**src/rtl/timer_pkg.sv**
```systemverilog
// timer_pkg: timer register map, STATUS fields and state encodings shared by sequencer and benches
package timer_pkg;
  localparam int ADDR_STATUS = 0;
  localparam int ADDR_GOAL = 1;
  localparam int ADDR_CURR = 2;
  localparam int STATUS_START = 0;
  localparam int STATUS_STOP = 1;
  localparam int STATUS_STATE_LSB = 2;
  typedef enum logic [1:0] {
    TMR_IDLE = 2'd0,
    TMR_RUNNING = 2'd1,
    TMR_COMPLETE = 2'd2
  } tmr_state_e;
  typedef enum logic [2:0] {
    S_IDLE,
    S_LOAD,
    S_START,
    S_POLL,
    S_GAP,
    S_STOP,
    S_REPORT
  } seq_state_e;
  typedef enum logic [1:0] {
    PH_IDLE,
    PH_ACCESS,
    PH_TAIL
  } apb_phase_e;
endpackage

```
**src/rtl/timer_seq_apb.sv**
```systemverilog
// apb_master_port: one APB transfer per start (SETUP, ACCESS until pready, one psel=0 tail cycle)
module apb_master_port
  import timer_pkg::*;
#(
  parameter int AW = 2,
  parameter int DW = 8
) (
  input  logic          clk,
  input  logic          rst,
  input  logic          start,
  input  logic          write,
  input  logic [AW-1:0] addr,
  input  logic [DW-1:0] wdata,
  output logic          busy,
  output logic [DW-1:0] rdata,
  output logic          slverr,
  output logic          ack,
  output logic [AW-1:0] paddr,
  output logic          psel,
  output logic          penable,
  output logic          pwrite,
  output logic [DW-1:0] pwdata,
  input  logic [DW-1:0] prdata,
  input  logic          pready,
  input  logic          pslverr
);
  apb_phase_e phase_q, phase_d;
  logic [AW-1:0] addr_q;
  logic [DW-1:0] wdata_q, rdata_q;
  logic write_q, slverr_q, setup, fin;
  // SETUP is the idle phase with start raised, so a transfer begins the cycle start appears
  assign setup = phase_q == PH_IDLE && start;
  assign fin = phase_q == PH_ACCESS && pready;
  // phase sequencing: SETUP -> ACCESS (held until pready) -> TAIL -> idle
  always_comb phase_d = setup ? PH_ACCESS : fin ? PH_TAIL : phase_q == PH_TAIL ? PH_IDLE : phase_q;
  // phase register; request captured at SETUP, response captured on the completing ACCESS
  always_ff @(posedge clk) begin
    if (rst) begin
      phase_q <= PH_IDLE;
      addr_q <= '0;
      wdata_q <= '0;
      write_q <= 1'b0;
      rdata_q <= '0;
      slverr_q <= 1'b0;
    end else begin
      phase_q <= phase_d;
      if (setup) {addr_q, write_q, wdata_q} <= {addr, write, wdata};
      if (fin) {rdata_q, slverr_q} <= {prdata, pslverr};
    end
  end
  assign psel = setup || phase_q == PH_ACCESS;
  assign penable = phase_q == PH_ACCESS;
  assign paddr = setup ? addr : addr_q;
  assign pwrite = setup ? write : write_q;
  assign pwdata = setup ? wdata : wdata_q;
  assign busy = phase_q != PH_IDLE;
  assign ack = phase_q == PH_TAIL;
  assign rdata = rdata_q;
  assign slverr = slverr_q;
endmodule

```
**src/rtl/timer_seq.sv**
```systemverilog
// timer_seq: runs timer jobs over APB (GOAL write, START, STATUS polling); TIMER_SEQ_TIMEOUT_EN adds a 255-poll timeout
module timer_seq
  import timer_pkg::*;
#(
  parameter int addrWidth = 2,
  parameter int dataWidth = 8,
  parameter int pollGap = 4
) (
  input  logic                 clk,
  input  logic                 preset,
  input  logic                 req_valid,
  output logic                 req_ready,
  input  logic [dataWidth-1:0] req_goal,
  input  logic                 abort,
  output logic                 done,
  output logic                 err,
  output logic [addrWidth-1:0] paddr,
  output logic                 psel,
  output logic                 penable,
  output logic                 pwrite,
  output logic [dataWidth-1:0] pwdata,
  input  logic [dataWidth-1:0] prdata,
  input  logic                 pready,
  input  logic                 pslverr
);
  seq_state_e state_q, state_d;
  logic [dataWidth-1:0] goal_q, wdata, rdata;
  logic [addrWidth-1:0] addr;
  logic [7:0] gap_q;
  logic abort_q, err_q, start, write, busy, ack, slverr, complete, timeout, abort_pend, run, unused_rdata;
  assign run = state_q inside {S_LOAD, S_START, S_POLL, S_GAP};
  assign abort_pend = abort_q || abort;
  assign complete = rdata[STATUS_STATE_LSB +: 2] == TMR_COMPLETE;
  assign unused_rdata = ^rdata;
  apb_master_port #(.AW(addrWidth), .DW(dataWidth)) u_apb (
    .clk(clk), .rst(preset), .start(start), .write(write), .addr(addr), .wdata(wdata),
    .busy(busy), .rdata(rdata), .slverr(slverr), .ack(ack),
    .paddr(paddr), .psel(psel), .penable(penable), .pwrite(pwrite), .pwdata(pwdata),
    .prdata(prdata), .pready(pready), .pslverr(pslverr)
  );
`ifdef TIMER_SEQ_TIMEOUT_EN
  logic [7:0] polls_q;
  // count finished polls of the running job; the 255th without COMPLETE times out
  always_ff @(posedge clk) begin
    if (preset || state_q == S_IDLE) polls_q <= '0;
    else if (state_q == S_POLL && ack) polls_q <= polls_q + 8'd1;
  end
  assign timeout = !complete && polls_q == 8'd254;
`else
  assign timeout = 1'b0;
`endif
  // state register plus job context (goal, gap counter, pending abort, failure flag)
  always_ff @(posedge clk) begin
    if (preset) begin
      state_q <= S_IDLE;
      goal_q <= '0;
      gap_q <= '0;
      abort_q <= 1'b0;
      err_q <= 1'b0;
    end else begin
      state_q <= state_d;
      if (state_q == S_IDLE && req_valid) goal_q <= req_goal;
      gap_q <= state_q == S_GAP ? gap_q + 8'd1 : 8'd0;
      abort_q <= run && abort_pend;
      if (state_q == S_IDLE) err_q <= 1'b0;
      else if ((ack && slverr) || state_d == S_STOP) err_q <= 1'b1;
    end
  end
  // next state: each transfer state advances when its tail cycle (ack) is reached
  always_comb begin
    state_d = state_q;
    case (state_q)
      S_IDLE: state_d = req_valid ? S_LOAD : S_IDLE;
      S_LOAD: if (ack) state_d = slverr ? S_REPORT : abort_pend ? S_STOP : S_START;
      S_START: if (ack) state_d = slverr ? S_REPORT : abort_pend ? S_STOP : S_POLL;
      S_POLL: if (ack) state_d = slverr ? S_REPORT : (abort_pend || timeout) ? S_STOP : complete ? S_REPORT : pollGap == 0 ? S_POLL : S_GAP;
      S_GAP: state_d = abort_pend ? S_STOP : gap_q == 8'(pollGap - 1) ? S_POLL : S_GAP;
      S_STOP: if (ack) state_d = S_REPORT;
      default: state_d = S_IDLE;
    endcase
  end
  // outputs and the transfer request presented to the APB port for the current state
  always_comb begin
    req_ready = state_q == S_IDLE;
    done = state_q == S_REPORT;
    err = done && err_q;
    start = state_q inside {S_LOAD, S_START, S_POLL, S_STOP} && !busy;
    write = state_q != S_POLL;
    addr = state_q == S_LOAD ? addrWidth'(ADDR_GOAL) : addrWidth'(ADDR_STATUS);
    wdata = state_q == S_LOAD ? goal_q : state_q == S_STOP ? dataWidth'(1 << STATUS_STOP) : dataWidth'(1 << STATUS_START);
  end
endmodule

```
**config.mk**
```make
export PLATFORM = sky130hd
export DESIGN_NAME = timer_seq
export DESIGN_NICKNAME = d
export VERILOG_FILES = /design/src/rtl/timer_pkg.sv /design/src/rtl/timer_seq_apb.sv /design/src/rtl/timer_seq.sv
export SDC_FILE = /design/constraint.sdc
export NUM_CORES = 1
export LEC_CHECK = 0
export BUFFER_PORTS_ARGS = -buffer_cell sky130_fd_sc_hd__buf_4
export CAP_MARGIN = 30
export CORE_MARGIN = 8
export CORE_UTILIZATION = 40
export CTS_BUF_LIST = sky130_fd_sc_hd__clkbuf_4
export DETAILED_ROUTE_END_ITERATION = 7
export GPL_ROUTABILITY_DRIVEN = 0
export HOLD_SLACK_MARGIN = 0.1
export PLACE_DENSITY = 0.68
export SETUP_SLACK_MARGIN = 0.15
export SYNTH_ARGS = -nofsm -noshare
export SYNTH_HDL_FRONTEND = slang
export SYNTH_SLANG_ARGS = --single-unit
```
**constraint.sdc**
```tcl
create_clock -name clk -period 3.3 [get_ports clk]
set_clock_uncertainty 0.15 [all_clocks]
set_input_delay 0.66 -clock clk [delete_from_list [all_inputs] [get_ports clk]]
set_output_delay 0.66 -clock clk [all_outputs]
set_load 0.02 [all_outputs]
```
After elaboration in Yosys (flattened, before gate mapping)
Index checks and enable logic that the tools add are counted.

Bits in registers: 39. Bits in latches: 0. RAM bits: 0. Memory bits (read-only): 0. Bits of input ports: 22. Output and inout port bits: 16. Word-level logic and storage cells: 71. Memories kept: 0.

Add/sub/neg operators: 1. Multipliers: 0. Divide/modulo/power cells: 0. Magnitude comparators: 0. Eq/ne operators: 12. Shift operators: 0. Mux-type cells: 24. Bitwise operators: 1. Reductions and logical operators: 21.

Operator list (count): $mux W3 (10); $pmux W3 S6 (1); $mux W8 (2); $mux W2 (7); $eq A3 B3 Y1 const B (4); $add A8 B1 Y8 const B (1); $eq A8 B2 Y1 const B (1); $reduce_bool A4 Y1 (2); $logic_and A1 B1 Y1 (7); $eq A3 B2 Y1 const B (2); $reduce_or A2 Y1 (3); $eq A2 B2 Y1 const B (2); $mux W1 (4); $reduce_bool A2 Y1 (2); $eq A3 B1 Y1 const B (1); $logic_not A3 Y1 (1); $logic_or A1 B1 Y1 (3); $ne A3 B2 Y1 const B (1); $reduce_bool A3 Y1 (1); $eq A2 B1 Y1 const B (1); $logic_not A2 Y1 (1); $logic_not A1 Y1 (1); $not A1 Y1 (1).

Longest topological paths before layout
Gate-level depths: netlist of the first run.

Depth in word-level cells: 8. Depth in mapped cells: 5. Depth with buffers taken out: 5.

Hierarchy
Synthesis of the first run repeated with hierarchy kept, for this count alone.

Cell total of the unflattened synthesis: 245. Area, all modules: 2173.3 um^2.

Modules (own cells, without submodules): apb_master_port (times used 1, cells each 113, area an instance 1138.6 um^2, seq. area each 440.4 um^2); timer_seq (times used 1, cells each 132, area an instance 1034.7 um^2, seq. area each 420.4 um^2).

Worst setup path before layout of the first run
No wires, ideal clock.

Kind: flip-flop to output port. From: register state_q[1]. To: output port err. Data arrival time: 1313 ps. Data required time: 2490 ps. Path slack: 1177 ps. Stages on the path, launching flop included: 5. Buffers on the path: 1. Cells stage by stage: dfxtp_1 buf_2 nand2_1 nor2_1 and2_1.

Word-level cells in the longest chain between the ends: 2.

Ends and longest elaborated chain: start: declaration (line timer_seq.sv:26) `seq_state_e state_q, state_d;`; start signal: assignment (line timer_seq.sv:61) `state_q <= state_d;`; $eq A3 B3 Y1 (line timer_seq.sv:85) `done = state_q == S_REPORT;`; net done (line timer_seq.sv:15) `output logic done,`; $logic_and A1 B1 Y1 (line timer_seq.sv:86) `err = done && err_q;`; end: declaration (line timer_seq.sv:16) `output logic err,`.

The timed path passes the listed nets, and every way through them passes these cells.

Worst setup path after layout of the first run
From: register u_apb.phase_q[0]. To: output port pwdata[2].

Word-level cells in the longest chain between the ends: 5. Elaborated cells between the ends (all ways): 6. Those cells by class: 1 x mux; 5 x reduce/logical.

Ends and longest elaborated chain: start: declaration (line timer_seq_apb.sv:27) `apb_phase_e phase_q, phase_d;`; start signal: assignment (line timer_seq_apb.sv:46) `phase_q <= phase_d;`; $reduce_bool A2 Y1 (line timer_seq_apb.sv:56) `assign busy = phase_q != PH_IDLE;`; $logic_not A1 Y1 (line timer_seq.sv:87) `start = state_q inside {S_LOAD, S_START, S_POLL, S_STOP} && !busy;`; $logic_and A1 B1 Y1 (line timer_seq.sv:87); $logic_and A1 B1 Y1 * (line timer_seq_apb.sv:32) `assign setup = phase_q == PH_IDLE && start;`; $mux W8 *; end: declaration (line timer_seq.sv:21) `output logic [dataWidth-1:0] pwdata,`.

Mark *: on every way between the ends. The rest lies on a longest branch, timed or not.

==> results of run 1 <==
==> cells in the mapped netlist, types with 5 or more instances <==
| cell type | count |
|---|---|
| nand2b_1 | 5 |
| nor2b_1 | 11 |
| xor2_1 | 5 |
| nand2_1 | 23 |
| a22o_1 | 6 |
| nor2_1 | 21 |
| dfxtp_1 | 37 |
| nand3_1 | 8 |
| clkbuf_1 | 5 |
| a21oi_1 | 21 |
==> cells by family (layout without fill, tap and decap cells) <==
group | count (synthesis) | in the layout | share of synthesized area, %
AND/OR/NAND/NOR | 88 | 88 | 27.54
AO/OA/AOI/OAI | 48 | 48 | 19.23
flip-flops | 37 | 37 | 45.54
buffers and inverters | 12 | 43 | 3.077
XOR/XNOR | 6 | 6 | 3.231
adder cells (fa/ha/maj) | 1 | 1 | 0.7691
multiplexers | 1 | 1 | 0.6154
==> worst paths after layout <==
| kind | startpoint | endpoint | slack [ns] | cells past startpoint |
|---|---|---|---|---|
| min | goal_q[7] | goal_q[7] | 0.31 | 2 |
| max | u_apb.phase_q[0] | pwdata[2] | 0.69 | 4 |
| min reg2reg | goal_q[7] | goal_q[7] | 0.31 | 2 |
| max reg2reg | gap_q[0] | state_q[1] | 1.40 | 5 |
==> final cells by class <==
cell class | instances | area [sq um]
timing repair buffer | 34 | 255.2
fill | 409 | 2023
tap | 50 | 62.56
sequential | 37 | 740.7
clock inverter | 1 | 5.005
multi-input combinational | 144 | 835.8
clock buffer | 5 | 37.54
inverter | 3 | 11.26
==> per-stage QoR <==
step	util, %	instances	instance area [sq um]
final	49.05	274	1948
after global routing	49.05	274	1948
after CTS	49.05	274	1948
after detailed placement	47.98	268	1906
after global placement	47.98	268	1906
after floorplan	-	193	1627
==> per-layer routing <==
layer / GRT usage, % / vias to the layer above
li1: - / 742
met1: 14.26 / 647
met2: 20.13 / 23
met3: 4.167 / 6
met4: 3.818 / 0
met5: 0 / -
==> power by group through the flow <==
stage / sequential [uW] / clock [uW] / combinational, uW
final: 482 / 214 / 195
after global routing: 485 / 245 / 217
after CTS: 482 / 228 / 198
after detailed placement: 492 / 0 / 197
after global placement: 492 / 0 / 195
after floorplan: 490 / 0 / 127
==> tightest hold or removal path, cell delays in order (launching register included) <==
cell and delay [ns]:
dfxtp_1 0.32, nand2_1 0.05, a21oi_1 0.05
==> registers in the layout, summed over array words and instances (netlist names) <==
register	flops
gap_q	8
u_apb.write_q	1
u_apb.slverr	1
u_apb.addr_q	2
u_apb.wdata_q	8
u_apb.phase_q	2
goal_q	8
state_q	3
u_apb.rdata	2
abort_q	1
err_q	1
==> cell usage in the layout (no fill, tap or decap), types with 3 or more instances in the layout <==
| cell type | instances |
|---|---|
| a211oi_1 | 4 |
| inv_1 | 3 |
| nor2_1 | 21 |
| buf_4 | 34 |
| a21oi_1 | 21 |
| nor2b_1 | 11 |
| o21ai_0 | 4 |
| xor2_1 | 5 |
| dfxtp_1 | 37 |
| and2_1 | 3 |
| a22o_1 | 6 |
| nor3_1 | 3 |
| nand2b_1 | 5 |
| nand2_1 | 23 |
| nand3_1 | 8 |
| a21o_1 | 4 |
| clkbuf_4 | 5 |
| and3_1 | 3 |
==> impl_metrics.env, run 1 <==
export IMPL_run_status="completed"
export IMPL_min_period_ns=2.607
export IMPL_syn_nets=216
export IMPL_hold_viol_final=0
export IMPL_dp_slack_ns=1.037
export IMPL_num_antenna_cells=0
export IMPL_fmax_ghz=0.3835
export IMPL_rows=23
export IMPL_slew_violations=0
export IMPL_vias_per_cell=5.175
export IMPL_antenna_found_initial=0
export IMPL_p_comb_share_pct=21.9
export IMPL_cpMaxStageDelayCell="or3b_1"
export IMPL_crit_buf_inv=1
export IMPL_grt_pass1_wl_um=6237
export IMPL_highest_layer="met4"
export IMPL_rsz0062_at_grt="no"
export IMPL_fin_ws_ns=0.6925
export IMPL_clkTransAtPathRegs_ns=0.10
export IMPL_path_max_fanout=7
export IMPL_p_switching_uw=267.5
export IMPL_postCtsSetupBuffers=0
export IMPL_die_area_sq_um=6363
export IMPL_worstSetupPathType="flip-flop to output port"
export IMPL_route_met2_wl_um=1779
export IMPL_cp_top_family="simple AND/OR/NAND/NOR gates"
export IMPL_setup_tns_ns=0
export IMPL_swShare_pct=30.01
export IMPL_finish_net_count=248
export IMPL_grt_max_degree=31
export IMPL_cts_path_max_buffers=2
export IMPL_numCtsBuffers=5
export IMPL_crit_path_cell_trace="or3b_1 > nor3_4 > a22o_1 > buf_4"
export IMPL_ys_ff_latch=37
export IMPL_powerDensity_nw_per_um2=457.6
export IMPL_hold_class="flip-flop to flip-flop"
export IMPL_numPortBuffers=31
export IMPL_initial_core_util_pct=40.96
export IMPL_track_usage_pct=12.11
export IMPL_critPathRequiredTime_ns=2.49
export IMPL_yosysSeqAreaShare_pct=45.54
export IMPL_synth_top_area_cell="dfxtp_1"
export IMPL_pwr_share_seq_pct=54.1
export IMPL_dr_wl_met3_um=171
export IMPL_syn_to_final_growth_pct=19.77
export IMPL_async_reset_ff_share_pct=0
export IMPL_ios=38
export IMPL_wirelength_um=3699
export IMPL_htree_levels=2
export IMPL_tightest_slew_ns=0.6130
export IMPL_route_vias_total=1418
export IMPL_synth_area_top_cells="dfxtp_1, a21oi_1, nand2_1"
export IMPL_drc=0
export IMPL_ys_types=38
export IMPL_cts_resized=0
export IMPL_hpwl_um=2669
export IMPL_irDropWorstVdd_mv=0.2906
export IMPL_max_cap_violations=0
export IMPL_synth_top_area_share_pct=45.54
export IMPL_critPathArrivalTime_ns=1.80
export IMPL_power_leakage_uw=0.0007958
export IMPL_hold_slack_ns=0.3135
export IMPL_syn_area_sq_um=1627
export IMPL_ys_warn_count=0
export IMPL_cts_hold_buf=0
export IMPL_end_kind="output port"
export IMPL_period_share_pct=79.01
export IMPL_clkPwrFrac_pct=24.0
export IMPL_grt_pass1_vias=1388
export IMPL_ant_nets=0
export IMPL_synthCells=193
export IMPL_met1Wirelength_um=1709
export IMPL_setup_violations=0
export IMPL_synth_avg_cell_area_sq_um=8.428
export IMPL_drive_gt1_share_pct=19.64
export IMPL_relSlewSlack_pct=58.76
export IMPL_gr_total_overflow=0
export IMPL_power_uw=891.4
export IMPL_die_h_um=79.77
export IMPL_clkSinkCount=37
export IMPL_p_int_uw=623.9
export IMPL_synth_edf_count=0
export IMPL_fp_dieW_um=79.77
export IMPL_drtIter0Drc=43
export IMPL_synth_main_ff_cell="dfxtp_1"
export IMPL_worst_setup_path_start_kind="flip-flop"
export IMPL_core_area_sq_um=3971
export IMPL_cts_tree="yes"
export IMPL_cts_root_buffer="clkbuf_4"
export IMPL_clock_latency_ns=0.33
export IMPL_critPathMaxStageDelay_ns=0.44
export IMPL_wire_per_inst_um=13.50
export IMPL_drt_pass1_iterations=4
No activity file was read; power rests on OpenSTA's default activity.
==> run 2: changes to the inputs <==
==> constraint.sdc (replaced) <==
create_clock -name clk -period 2.5 [get_ports clk]
set_clock_uncertainty 0.15 [all_clocks]
set_input_delay 0.5 -clock clk [delete_from_list [all_inputs] [get_ports clk]]
set_output_delay 0.5 -clock clk [all_outputs]
set_load 0.02 [all_outputs]
==> run 2 against run 1 <==
  * Die area did not move
  * Wire length rose by 0.41%
  * Sequential cell count did not move
  * Final cell count rose by 2.9%
  * Combinational power rose by 51%
  * Clock power rose by 41%
  * Critical endpoint is now pwdata[5]
  * Largest power group unchanged
  * Highest routed layer unchanged
==> impl_metrics.env, run 2 (same netlist as run 1, synthesis figures left out) <==
export IMPL_finish_net_count=254
export IMPL_antenna_found_initial=0
export IMPL_nFillCells=396
export IMPL_hpwl_um=2597
export IMPL_num_antenna_cells=0
export IMPL_place_area_sq_um=1906
export IMPL_path_max_fanout=10
export IMPL_htree_levels=2
export IMPL_final_cell_mix="buf_4, dfxtp_1, nand2_1"
export IMPL_power_leakage_uw=0.0008423
export IMPL_drt_pass1_iterations=6
export IMPL_cts_root_buffer="clkbuf_4"
export IMPL_clock_latency_ns=0.33
export IMPL_die_area_sq_um=6363
export IMPL_critPathArrivalTime_ns=1.68
export IMPL_met1_usage_pct=14.84
export IMPL_min_period_ns=2.332
export IMPL_final_common_cell="buf_4"
export IMPL_grt_max_degree=31
export IMPL_clkSinkCount=37
export IMPL_fp_dieW_um=79.77
export IMPL_ant_nets=0
export IMPL_worstSetupPathType="flip-flop to output port"
export IMPL_period_share_pct=93.28
export IMPL_worst_setup_path_start_kind="flip-flop"
export IMPL_track_usage_pct=12.36
export IMPL_end_kind="output port"
export IMPL_numPortBuffers=31
export IMPL_run_status="completed"
export IMPL_numCtsBuffers=5
export IMPL_rsz0062_at_grt="yes"
export IMPL_cts_path_max_buffers=2
export IMPL_hold_class="input port to flip-flop"
export IMPL_max_cap_violations=0
export IMPL_cts_tree="yes"
export IMPL_drive_gt1_share_pct=25.86
export IMPL_met2_usage_pct=20.29
export IMPL_fmax_ghz=0.4288
export IMPL_irDropWorstVdd_mv=0.3783
export IMPL_drtIter0Drc=59
export IMPL_final_area_sq_um=2047
export IMPL_route_vias_total=1434
export IMPL_reg_top3="gap_q: 8 flops, goal_q: 8 flops, u_apb.wdata_q: 8 flops"
export IMPL_seq_area_sq_um=750.7
export IMPL_drc=0
export IMPL_wirelength_um=3714
export IMPL_hold_viol_final=0
export IMPL_grt_pass1_wl_um=6368
export IMPL_grt_pass1_vias=1392
export IMPL_syn_to_final_growth_pct=25.85
export IMPL_gr_total_overflow=0
export IMPL_cts_hold_buf=0
export IMPL_utilization_pct=51.54
export IMPL_multi_input_area_sq_um=852.1
export IMPL_core_area_sq_um=3971
export IMPL_rows=23
export IMPL_setup_violations=0
export IMPL_tightest_slew_ns=0.5659
export IMPL_setup_tns_ns=0
export IMPL_clkTransAtPathRegs_ns=0.11
export IMPL_wire_per_inst_um=13.17
export IMPL_initial_core_util_pct=40.96
export IMPL_die_h_um=79.77
export IMPL_slew_violations=0
export IMPL_relSlewSlack_pct=61.93
export IMPL_vias_per_cell=5.085
export IMPL_grt_busiest_layer="met2"
export IMPL_grt_util_met3_pct=4.167
export IMPL_ios=38
export IMPL_powerDensity_nw_per_um2=601.5
export IMPL_critPathRequiredTime_ns=1.85
-- run 2: what timing repair did --
item,4_1_cts,5_1_grt
setup endpoints to repair,11,11
setup buffers,4,2
gates resized for setup,11,4
pin swaps,4,3
-- run 2: final timing paths --
| path | from | to | slack (ns) | depth (start not counted) |
|---|---|---|---|---|
| max | u_apb.phase_q[0] | pwdata[5] | 0.17 | 4 |
| min | req_goal[0] | goal_q[0] | 0.26 | 3 |
| max reg2reg | gap_q[0] | state_q[1] | 0.61 | 5 |
| min reg2reg | u_apb.rdata[2] | u_apb.rdata[2] | 0.31 | 2 |
-- run 2: area by class of cell --
type / instances / share of cell area, %
Clock inverter: 2 / 0.4890
Timing Repair Buffer: 40 / 15.40
Inverter: 3 / 0.5501
Multi-Input combinational cell: 144 / 41.63
Sequential cell: 37 / 36.67
Clock buffer: 6 / 2.200
Tap cell: 50 / 3.056
-- run 2: worst max-delay path, cell delays in order, from the launching register on --
cell and delay (ns):
dfxtp_4 0.36, or2_2 0.34, a21o_4 0.24, a22o_1 0.25, buf_4 0.16
-- run 2: where the power goes --
part	switching [uW]	internal [uW]
logic	160	133
clock network	184	118
registers	16.4	619
total	361	870
-- run 2: stage by stage --
step | cells | total power (uW) | hold WS [ns] | setup slack (ns)
5_1_grt | 282 | 1303 | 0.2270 | 0.1004
6_report | 282 | 1231 | 0.2556 | 0.1680
2_1_floorplan | 193 | 813.7 | 0.2812 | 0.5372
3_5_place_dp | 268 | 908.6 | 0.2945 | 0.4233
3_3_place_gp | 268 | 907.3 | 0.2897 | 0.4042
4_1_cts | 280 | 1232 | 0.2432 | 0.1405
-- run 2: routing by layer --
layer | share of wire [%] | vias to the layer above | wire [um]
met1 | 45 | 656 | 1688
met3 | 4.3 | 2 | 158
li1 | - | 750 | -
met2 | 50 | 26 | 1845
met4 | 0.57 | 0 | 21
met5 | 0 | - | 0
